`src/rtl/muldiv_pkg.sv`:
```
// Shared opcode, state and operand-signedness definitions for the iterative RV32M multiply/divide unit.
package muldiv_pkg;

    localparam logic [2:0] OP_MUL    = 3'd0;
    localparam logic [2:0] OP_MULH   = 3'd1;
    localparam logic [2:0] OP_MULHSU = 3'd2;
    localparam logic [2:0] OP_MULHU  = 3'd3;
    localparam logic [2:0] OP_DIV    = 3'd4;
    localparam logic [2:0] OP_DIVU   = 3'd5;
    localparam logic [2:0] OP_REM    = 3'd6;
    localparam logic [2:0] OP_REMU   = 3'd7;

    typedef enum logic [1:0] {
        ST_IDLE   = 2'd0,
        ST_CALC   = 2'd1,
        ST_FINISH = 2'd2
    } state_t;

    function automatic logic is_div(input logic [2:0] op);
        return op[2];
    endfunction

    function automatic logic is_signed_a(input logic [2:0] op);
        return (op == OP_MULH) || (op == OP_MULHSU) || (op == OP_DIV) || (op == OP_REM);
    endfunction

    function automatic logic is_signed_b(input logic [2:0] op);
        return (op == OP_MULH) || (op == OP_DIV) || (op == OP_REM);
    endfunction

endpackage

```
`src/rtl/muldiv_step.sv`:
```
// One combinational iteration: shift-add multiply step or restoring-divide step on magnitudes.
module muldiv_step #(
    parameter int Width = 32
) (
    input  logic             div_mode,
    input  logic [Width-1:0] hi_in,
    input  logic [Width-1:0] lo_in,
    input  logic [Width-1:0] operand,
    output logic [Width-1:0] hi_out,
    output logic [Width-1:0] lo_out,
    output logic             q_bit
);

    logic [Width:0]   sum;
    logic [Width+1:0] trial;

    always_comb begin
        sum   = {1'b0, hi_in} + (lo_in[0] ? {1'b0, operand} : {(Width+1){1'b0}});
        // Two guard bits so the borrow is exact even for a zero divisor.
        trial = {1'b0, hi_in, lo_in[Width-1]} - {2'b00, operand};
        q_bit = div_mode & ~trial[Width+1];
        if (div_mode) begin
            hi_out = q_bit ? trial[Width-1:0] : {hi_in[Width-2:0], lo_in[Width-1]};
        end else begin
            hi_out = sum[Width:1];
        end
        lo_out = {sum[0], lo_in[Width-1:1]};
    end

endmodule

```
`src/rtl/muldiv_unit.sv`:
```
// Iterative RV32M mul/div: 33 cycles accept-to-Done (2 with MULDIV_EARLY_OUT_EN for trivial cases).
// Start is accepted only while Busy=0; requests during Busy are dropped, not queued.
module muldiv_unit
    import muldiv_pkg::*;
#(
    parameter int Width = 32,
    parameter int CntW  = 5
) (
    input  logic             clk,
    input  logic             rst_n,
    input  logic             Start,
    input  logic [2:0]       Op,
    input  logic [Width-1:0] OperandA,
    input  logic [Width-1:0] OperandB,
    input  logic [4:0]       DestReg,
    output logic             Busy,
    output logic             Done,
    output logic [Width-1:0] Result,
    output logic [4:0]       ResultReg
);

    state_t            state, state_nxt;
    logic [CntW-1:0]   cnt;
    logic [2:0]        op_q;
    logic              neg_q, early_q;
    logic [4:0]        rd_q;
    logic [Width-1:0]  hi, lo, opnd, hi_d, lo_d;
    logic [Width-1:0]  step_hi, step_lo;
    logic              step_q;
    logic              neg_a, neg_b, b_zero, early_det, ld_neg;
    logic [Width-1:0]  mag_a, mag_b, ld_hi, ld_lo, ld_opnd;
`ifdef MULDIV_EARLY_OUT_EN
    logic              ovf;
`endif

    // Final sign fix-up applied to the magnitude result.
    function automatic logic [Width-1:0] finalize(input logic [2:0] op, input logic neg,
                                                  input logic [Width-1:0] h, input logic [Width-1:0] l);
        logic [2*Width-1:0] p;
        logic [Width-1:0]   r;
        p = {h, l};
        if (neg) p = -p;
        if (op[2]) begin
            r = op[1] ? h : l;
            if (neg) r = -r;
        end else if (op == OP_MUL) begin
            r = p[Width-1:0];
        end else begin
            r = p[2*Width-1:Width];
        end
        return r;
    endfunction

    always_comb begin
        neg_a   = is_signed_a(Op) & OperandA[Width-1];
        neg_b   = is_signed_b(Op) & OperandB[Width-1];
        mag_a   = neg_a ? -OperandA : OperandA;
        mag_b   = neg_b ? -OperandB : OperandB;
        b_zero  = (OperandB == '0);
        ld_hi   = '0;
        if (is_div(Op)) begin
            ld_lo   = mag_a;
            ld_opnd = mag_b;
            ld_neg  = Op[1] ? neg_a : ((neg_a ^ neg_b) & ~b_zero);
        end else begin
            ld_lo   = mag_b;
            ld_opnd = mag_a;
            ld_neg  = neg_a ^ neg_b;
        end
`ifdef MULDIV_EARLY_OUT_EN
        ovf = ((Op == OP_DIV) || (Op == OP_REM)) && (OperandA == {1'b1, {(Width-1){1'b0}}})
              && (OperandB == '1);
        early_det = is_div(Op) ? (b_zero | ovf) : ((OperandA == '0) || b_zero);
        // Preload exactly what the full iteration would leave in hi/lo.
        if (early_det) begin
            if (!is_div(Op)) begin
                ld_lo = '0;
            end else if (b_zero) begin
                ld_hi = mag_a;
                ld_lo = '1;
            end
        end
`else
        early_det = 1'b0;
`endif
    end

    muldiv_step #(.Width(Width)) u_step (
        .div_mode (op_q[2]),
        .hi_in    (hi),
        .lo_in    (lo),
        .operand  (opnd),
        .hi_out   (step_hi),
        .lo_out   (step_lo),
        .q_bit    (step_q)
    );

    always_comb begin
        hi_d = hi;
        lo_d = lo;
        if (state == ST_IDLE && Start) begin
            hi_d = ld_hi;
            lo_d = ld_lo;
        end else if (state == ST_CALC && !early_q) begin
            hi_d = step_hi;
            lo_d = op_q[2] ? {lo[Width-2:0], step_q} : step_lo;
        end
    end

    always_ff @(posedge clk or negedge rst_n) begin
        if (!rst_n) state <= ST_IDLE;
        else        state <= state_nxt;
    end

    always_comb begin
        state_nxt = state;
        case (state)
            ST_IDLE:   if (Start) state_nxt = ST_CALC;
            ST_CALC:   if (early_q || cnt == CntW'(Width-1)) state_nxt = ST_FINISH;
            ST_FINISH: state_nxt = ST_IDLE;
            default:   state_nxt = ST_IDLE;
        endcase
    end

    always_comb begin
        Busy = (state != ST_IDLE);
        Done = (state == ST_FINISH);
    end

    always_ff @(posedge clk or negedge rst_n) begin
        if (!rst_n) begin
            cnt       <= '0;
            op_q      <= '0;
            neg_q     <= 1'b0;
            early_q   <= 1'b0;
            rd_q      <= '0;
            hi        <= '0;
            lo        <= '0;
            opnd      <= '0;
            Result    <= '0;
            ResultReg <= '0;
        end else begin
            hi <= hi_d;
            lo <= lo_d;
            if (state == ST_IDLE && Start) begin
                op_q    <= Op;
                neg_q   <= ld_neg;
                early_q <= early_det;
                rd_q    <= DestReg;
                opnd    <= ld_opnd;
                cnt     <= '0;
            end else if (state == ST_CALC) begin
                cnt <= (state_nxt == ST_FINISH) ? '0 : cnt + CntW'(1);
            end
            if (state == ST_CALC && state_nxt == ST_FINISH) begin
                Result    <= finalize(op_q, neg_q, hi_d, lo_d);
                ResultReg <= rd_q;
            end
        end
    end

endmodule

```
`config.mk`:
```
export PLATFORM = sky130hd
export DESIGN_NAME = muldiv_unit
export DESIGN_NICKNAME = d
export VERILOG_FILES = /design/src/rtl/muldiv_pkg.sv /design/src/rtl/muldiv_step.sv /design/src/rtl/muldiv_unit.sv
export SDC_FILE = /design/constraint.sdc
export NUM_CORES = 1
export LEC_CHECK = 0
export ABC_AREA = 1
export CAP_MARGIN = 20
export CORE_ASPECT_RATIO = 1.25
export CORE_MARGIN = 2
export CORE_UTILIZATION = 41
export DETAILED_ROUTE_END_ITERATION = 10
export PLACE_DENSITY = 0.59
export SYNTH_ARGS = -nofsm -noshare
export SYNTH_HDL_FRONTEND = slang
export SYNTH_HIERARCHICAL = 1
export SYNTH_SLANG_ARGS = --single-unit
```
`constraint.sdc`:
```
create_clock -name clk -period 8 [get_ports clk]
set_clock_uncertainty 0.15 [all_clocks]
set_input_delay 0.8 -clock clk [delete_from_list [all_inputs] [get_ports clk]]
set_output_delay 0.8 -clock clk [all_outputs]
set_load 0.1 [all_outputs]
```
## After elaboration in Yosys (flattened, before gate mapping)

Cells that the tools add are included.

| storage, ports and cells | value |
|---|---|
| register bits | 149 |
| bits of input ports | 75 |
| output and inout bits | 39 |

| cells by class | value |
|---|---|
| add/subtract/negate cells | 7 |
| equal/unequal tests | 8 |
| multiplexer cells | 25 |
| bitwise logic cells | 7 |
| reduce and logical (&&, ||, !) cells | 12 |

Operator list:

| cell | number |
|---|---|
| $mux 32 | 16 |
| $neg 32->32 | 3 |
| $mux 64 | 1 |
| $neg 64->64 | 1 |
| $sub 33x32->34 | 1 |
| $add 32x33->33 | 1 |
| $logic_not 32->1 | 1 |
| $mux 5 | 3 |
| $eq 3x3->1 const B | 2 |
| $add 5x1->5 const B | 1 |
| $eq 5x5->1 const B | 1 |
| $logic_or 1x1->1 | 5 |
| $and 1x1->1 | 4 |
| $eq 2x2->1 const B | 2 |
| $mux 2 | 2 |
| $pmux 2 s2 | 1 |
| $reduce_bool 2->1 | 2 |
| $eq 3x1->1 const B | 1 |
| $eq 3x2->1 const B | 1 |
| $logic_not 3->1 | 1 |
| $eq 2x1->1 const B | 1 |
| $logic_and 1x1->1 | 2 |
| $logic_not 2->1 | 1 |
| $mux 1 | 2 |
| 2 further kinds | 3 |

## Longest topological paths before layout

| logic depth | value |
|---|---|
| word-level depth | 12 |
| gate-level depth with buffers | 34 |
| depth with buffers taken out | 33 |

## Modules after synthesis

Netlist, hierarchy kept.

Modules (own cells, without submodules):

| module | instances | cells each | area each (um2) |
|---|---|---|---|
| muldiv_unit | 1 | 2325 | 13634.3 |
| muldiv_step | 1 | 1235 | 6009.5 |

## Worst setup path after synthesis

Ideal clock, no wire load.

| timing | value |
|---|---|
| kind | reg-to-reg |
| start point | reg lo[0] |
| end point | reg Result[27] |
| library setup time | 120 ps |
| data arrival time | 3606 ps |
| path slack | 4125 ps |
| stages on the path, launching flop included | 29 |
| buffers on the path | 1 |
| period minus slack after synthesis | 3875 ps |
| path through | dfrtp_1 clkbuf_1 nand2_1 inv_1 ha_1 fa_1 nand2_1 nand2_1 nand2_1 o21ai_0 nand3_1 nand3_1 or2_2 nand2_1 nand2_1 a22oi_1 inv_1 nor2_1 nand2_1 nor2_1 nand2_1 o31ai_1 nand2_1 nand2_1 nand3_1 nand2_1 nand2_1 nand2_1 nand2_1 |

| between the ends | value |
|---|---|
| cells in the longest elaborated chain, start to end | 9 |
| elaborated cells on any way between the ends | 15 |
| those cells by class | 3 x add/sub; 12 x mux |

Ends and longest elaborated chain:

| item | RTL line | text |
|---|---|---|
| start: declaration | muldiv_unit.sv:27 | `logic [Width-1:0] hi, lo, opnd, hi_d, lo_d;` |
| start signal: assignment | muldiv_unit.sv:144 | `lo <= lo_d;` |
| $mux 32 (*) | muldiv_step.sv:18 | `sum = {1'b0, hi_in} + (lo_in[0] ? {1'b0, operand} : {(Width+1){1'b0}});` |
| $add 32x33->33 (*) | muldiv_step.sv:18 |  |
| $mux 32 (*) | muldiv_step.sv:22 | `if (div_mode) begin` |
| net step_hi[15] | muldiv_unit.sv:28 | `logic [Width-1:0] step_hi, step_lo;` |
| $mux 32 (*) | muldiv_unit.sv:104 | `end else if (state == ST_CALC && !early_q) begin` |
| $mux 32 (*) | muldiv_unit.sv:101 | `if (state == ST_IDLE && Start) begin` |
| net hi_d[15] | muldiv_unit.sv:27 |  |
| $neg 64->64 or $mux 32 (tied branches) | muldiv_unit.sv:42, muldiv_unit.sv:44 |  |
| $mux 64 or $neg 32->32 (tied branches) | muldiv_unit.sv:42, muldiv_unit.sv:45 |  |
| $mux 32, on equally long branches | muldiv_unit.sv:46, muldiv_unit.sv:45 |  |
| $mux 32 (*) | muldiv_unit.sv:43 | `if (op[2]) begin` |
| end signal: assignment | muldiv_unit.sv:156 | `Result <= finalize(op_q, neg_q, hi_d, lo_d);` |
| end: declaration | muldiv_unit.sv:18 | `output logic [Width-1:0] Result,` |

Mark *: on every way through the listed nets, which the timed path passes. The rest lies on a longest branch.
A chain may end at the register's enable or synchronous reset.

## Worst setup path in the final report

| timing | value |
|---|---|
| start point | reg hi[15] |
| end point | reg Result[20] |

| between the ends | value |
|---|---|
| cells in the longest elaborated chain, start to end | 11 |
| elaborated cells on any way between the ends | 18 |
| those cells by class | 4 x add/sub; 12 x mux; 2 x bitwise |

Ends and longest elaborated chain:

| item | RTL line | text |
|---|---|---|
| start: declaration | muldiv_unit.sv:27 |  |
| start signal: assignment | muldiv_unit.sv:143 | `hi <= hi_d;` |
| $sub 33x32->34 (*) | muldiv_step.sv:20 | `trial = {1'b0, hi_in, lo_in[Width-1]} - {2'b00, operand};` |
| $not 1->1 (*) | muldiv_step.sv:21 | `q_bit = div_mode & ~trial[Width+1];` |
| $and 1x1->1 (*) | muldiv_step.sv:21 |  |
| $mux 32 (*) | muldiv_step.sv:23 | `hi_out = q_bit ? trial[Width-1:0] : {hi_in[Width-2:0], lo_in[Width-1]};` |
| $mux 32 (*) | muldiv_step.sv:22 |  |
| net step_hi[7] | muldiv_unit.sv:28 |  |
| $mux 32 (*) | muldiv_unit.sv:104 |  |
| $mux 32 (*) | muldiv_unit.sv:101 |  |
| net hi_d[7] | muldiv_unit.sv:27 |  |
| $neg 64->64 or $mux 32 (tied branches) | muldiv_unit.sv:42, muldiv_unit.sv:44 |  |
| $mux 64 or $neg 32->32 (tied branches) | muldiv_unit.sv:42, muldiv_unit.sv:45 |  |
| $mux 32, on equally long branches | muldiv_unit.sv:46, muldiv_unit.sv:45 |  |
| $mux 32 (*) | muldiv_unit.sv:43 |  |

Marks and branches as above.

==> impl_metrics.yaml <==
timing:
  rsz0062_at_grt: "no"
  fmax_mhz: 186
  hold_violations: 0
  finalSetupViolCount: 0
  worst_pin_slew_ns: 1.03
  fin_crit_sh_pct: 67.2
  fin_crit_ns: 5.37
  fin_tns_setup_ns: 0
  max_slew_margin_pct: 31.2
  drv_slew: 0
logic_synthesis:
  ys_warn_count: 6
  synth.top_cell.area_share_pct: 25.1
  synthCells: 3560
  synth_common_cells: "nand2_1, inv_1, nand3_1"
  ys_ff_latch: 149
  synthDistinctLibCells: 54
  synth_edf_count: 0
  netlist_top_cells_area: "nand2_1, dfrtp_1, nand3_1"
  netlist_area_um2: 19600
  netlist.top_cell.by_area: "nand2_1"
  yosysSeqAreaShare_pct: 19.0
  ys.flop_type: "dfrtp_1"
  syn-num-nets: 3707
  avgSynthCellArea_um2: 5.52
  synth.most_common_cell: "nand2_1"
  async_flop_share_pct: 100
hold_path:
  holdCritPathClass: "primary input to asynchronous set/reset pin"
routing:
  drtIter0Drc: 2424
  wl_per_cell_um: 20.1
  drtAntennaViolNets: 0
  drc: 0
  vias: 22930
  drt-total-wl_mm: 85.2
  vias_per_cell: 5.42
  dr.pass1.iters: 8
place:
  io_buffers: 113
  place_congestion: 1.06
  dpl.hpwl_mm: 69.2
clock_tree:
  postCtsSetupBuffers: 0
  clockRootBuffer: "clkbuf_16"
  clock_latency_ns: 0.46
  hold_buffers: 0
  path_clk_slew_ns: 0.07
  cts-buffers-inserted: 17
  cts.sinks: 149
  post_cts_resized: 0
  cts_tree: "done"
  cts_buffer_depth: 2
  h-tree-depth: 4
job:
  drv_cap: 0
global_route:
  grt_first_pass_wirelength_mm: 128
  antenna_found_initial: 0
  grt_usage_pct: 34.1
  grt_max_degree: 71
  overflow: 0
  first_global_vias: 21430
worst_setup_path:
  cp-end-kind: "flop"
  cp_max_fo: 29
  cp_common_cell: "nand2_1"
  critPathMaxStageDelay_ns: 0.45
  start_kind: "flop"
  crit_type: "flop to flop"
  cp_slowest_cell: "dfrtp_1"
  cp.arrival_ns: 5.57
  required_ns: 8.20
  rrSetupSlack_ns: 2.63
die:
  dieHeight_um: 249
  initial_core_util_pct: 41.6
  core_um2: 47200
  io_pins: 114
  num_rows: 89
  die-area_um2: 49700
  die_w_um: 200
finish:
  diodes: 0
  drive_above_1_share_pct: 6.04
  final_nets: 3728
  syn_to_final_growth_pct: 10.2
  nFillCells: 5356
status:
  status: "finished, final reports clean"
worst max-delay path: cells and delay by family (launching register included):
family / cells / cell delay, ns
simple gates: 19 / 2.86
flops: 1 / 0.45
fa+ha+maj: 1 / 0.43
compound gates: 2 / 0.44
buf+inv: 7 / 0.92
stage by stage:
| stage | utilization (%) | setup slack, ns | area (µm²) | std cells | hold WS, ns |
|---|---|---|---|---|---|
| after global routing | 45.9 | 2.31 | 21700 | 4231 | 0.193 |
| after floorplan | - | 4.12 | 19600 | 3560 | 0.292 |
| after CTS | 45.9 | 2.81 | 21700 | 4231 | 0.169 |
| after detailed placement | 44.6 | 2.74 | 21000 | 4199 | 0.307 |
| final | 45.9 | 2.63 | 21700 | 4231 | 0.148 |
| after global placement | 44.5 | 2.54 | 21000 | 4198 | 0.309 |
cell families (layout without fill, tap and decap cells):
family | Yosys count | after routing | synth area share (%)
simple gates | 2287 | 2287 | 49.8
xor+xnor | 35 | 35 | 1.56
compound gates | 401 | 401 | 12.0
buf+inv | 616 | 650 | 13.1
flops | 149 | 149 | 19.0
fa+ha+maj | 72 | 72 | 4.66
final timing paths:
check / depth (start not counted) / to / startpoint
worst max register to register: 29 / Result[20] / hi[15]
worst min register to register: 2 / Result[21] / Result[21]
max in group asynchronous: 2 / opnd[26] / rst_n
worst min-delay path: 1 / state[0] / rst_n
min in group clk: 2 / Result[21] / Result[21]
worst max-delay path: 29 / Result[20] / hi[15]
sequential cells by signal, indices dropped and copies added, names as in the netlist:
signal and cells:
state 2, Result 32, op_q 3, neg_q 1, hi 32, opnd 32
ResultReg 5, rd_q 5, lo 32, cnt 5
area by class of cell:
cell class,count,area (µm²),area share (%)
clock inverter,10,146,0.676
clock buffer,22,464,2.14
timing repair buffer,138,1340,6.19
sequential,149,3730,17.2
tap,637,797,3.68
inverter,480,1800,8.33
multi-input combinational,2795,13400,61.7
cell usage in the layout, fill, tap and decap left out, types with 4 or more instances in the layout:
cell type	instances
buf_4	24
a22oi_1	20
nand2_2	20
o21ai_1	31
nand2_4	4
nand2_1	1312
clkinvlp_4	4
clkbuf_16	17
a22oi_2	8
nand3b_1	24
a21oi_2	11
or2_2	21
a21boi_1	11
nor2_4	8
nand3_2	26
nand3_1	397
xor2_1	20
a21o_1	4
xnor2_1	15
o21ai_0	156
dfrtp_1	147
nor2_1	373
a31oi_1	5
inv_1	457
nor2_2	24
ha_1	70
o211ai_1	6
o21ai_2	4
nor3_1	26
clkdlybuf4s50_1	112
nand4_1	36
o21bai_1	9
and2_1	9
o31ai_1	5
a21oi_1	113
o21a_1	4
inv_2	21
layer usage:
metal	wire length [µm]	track usage, %	share of wire, %	vias up
li1	-	-	-	11289
met4	5290	18.6	6.2	0
met5	0	0	0	-
met2	39500	55.8	46	974
met3	5520	3.90	6.5	244
met1	34800	43.5	41	10423
Power is left out: the tool's default activity adds up to more than one toggle a clock period on the data nets, which glitch-free logic cannot reach.
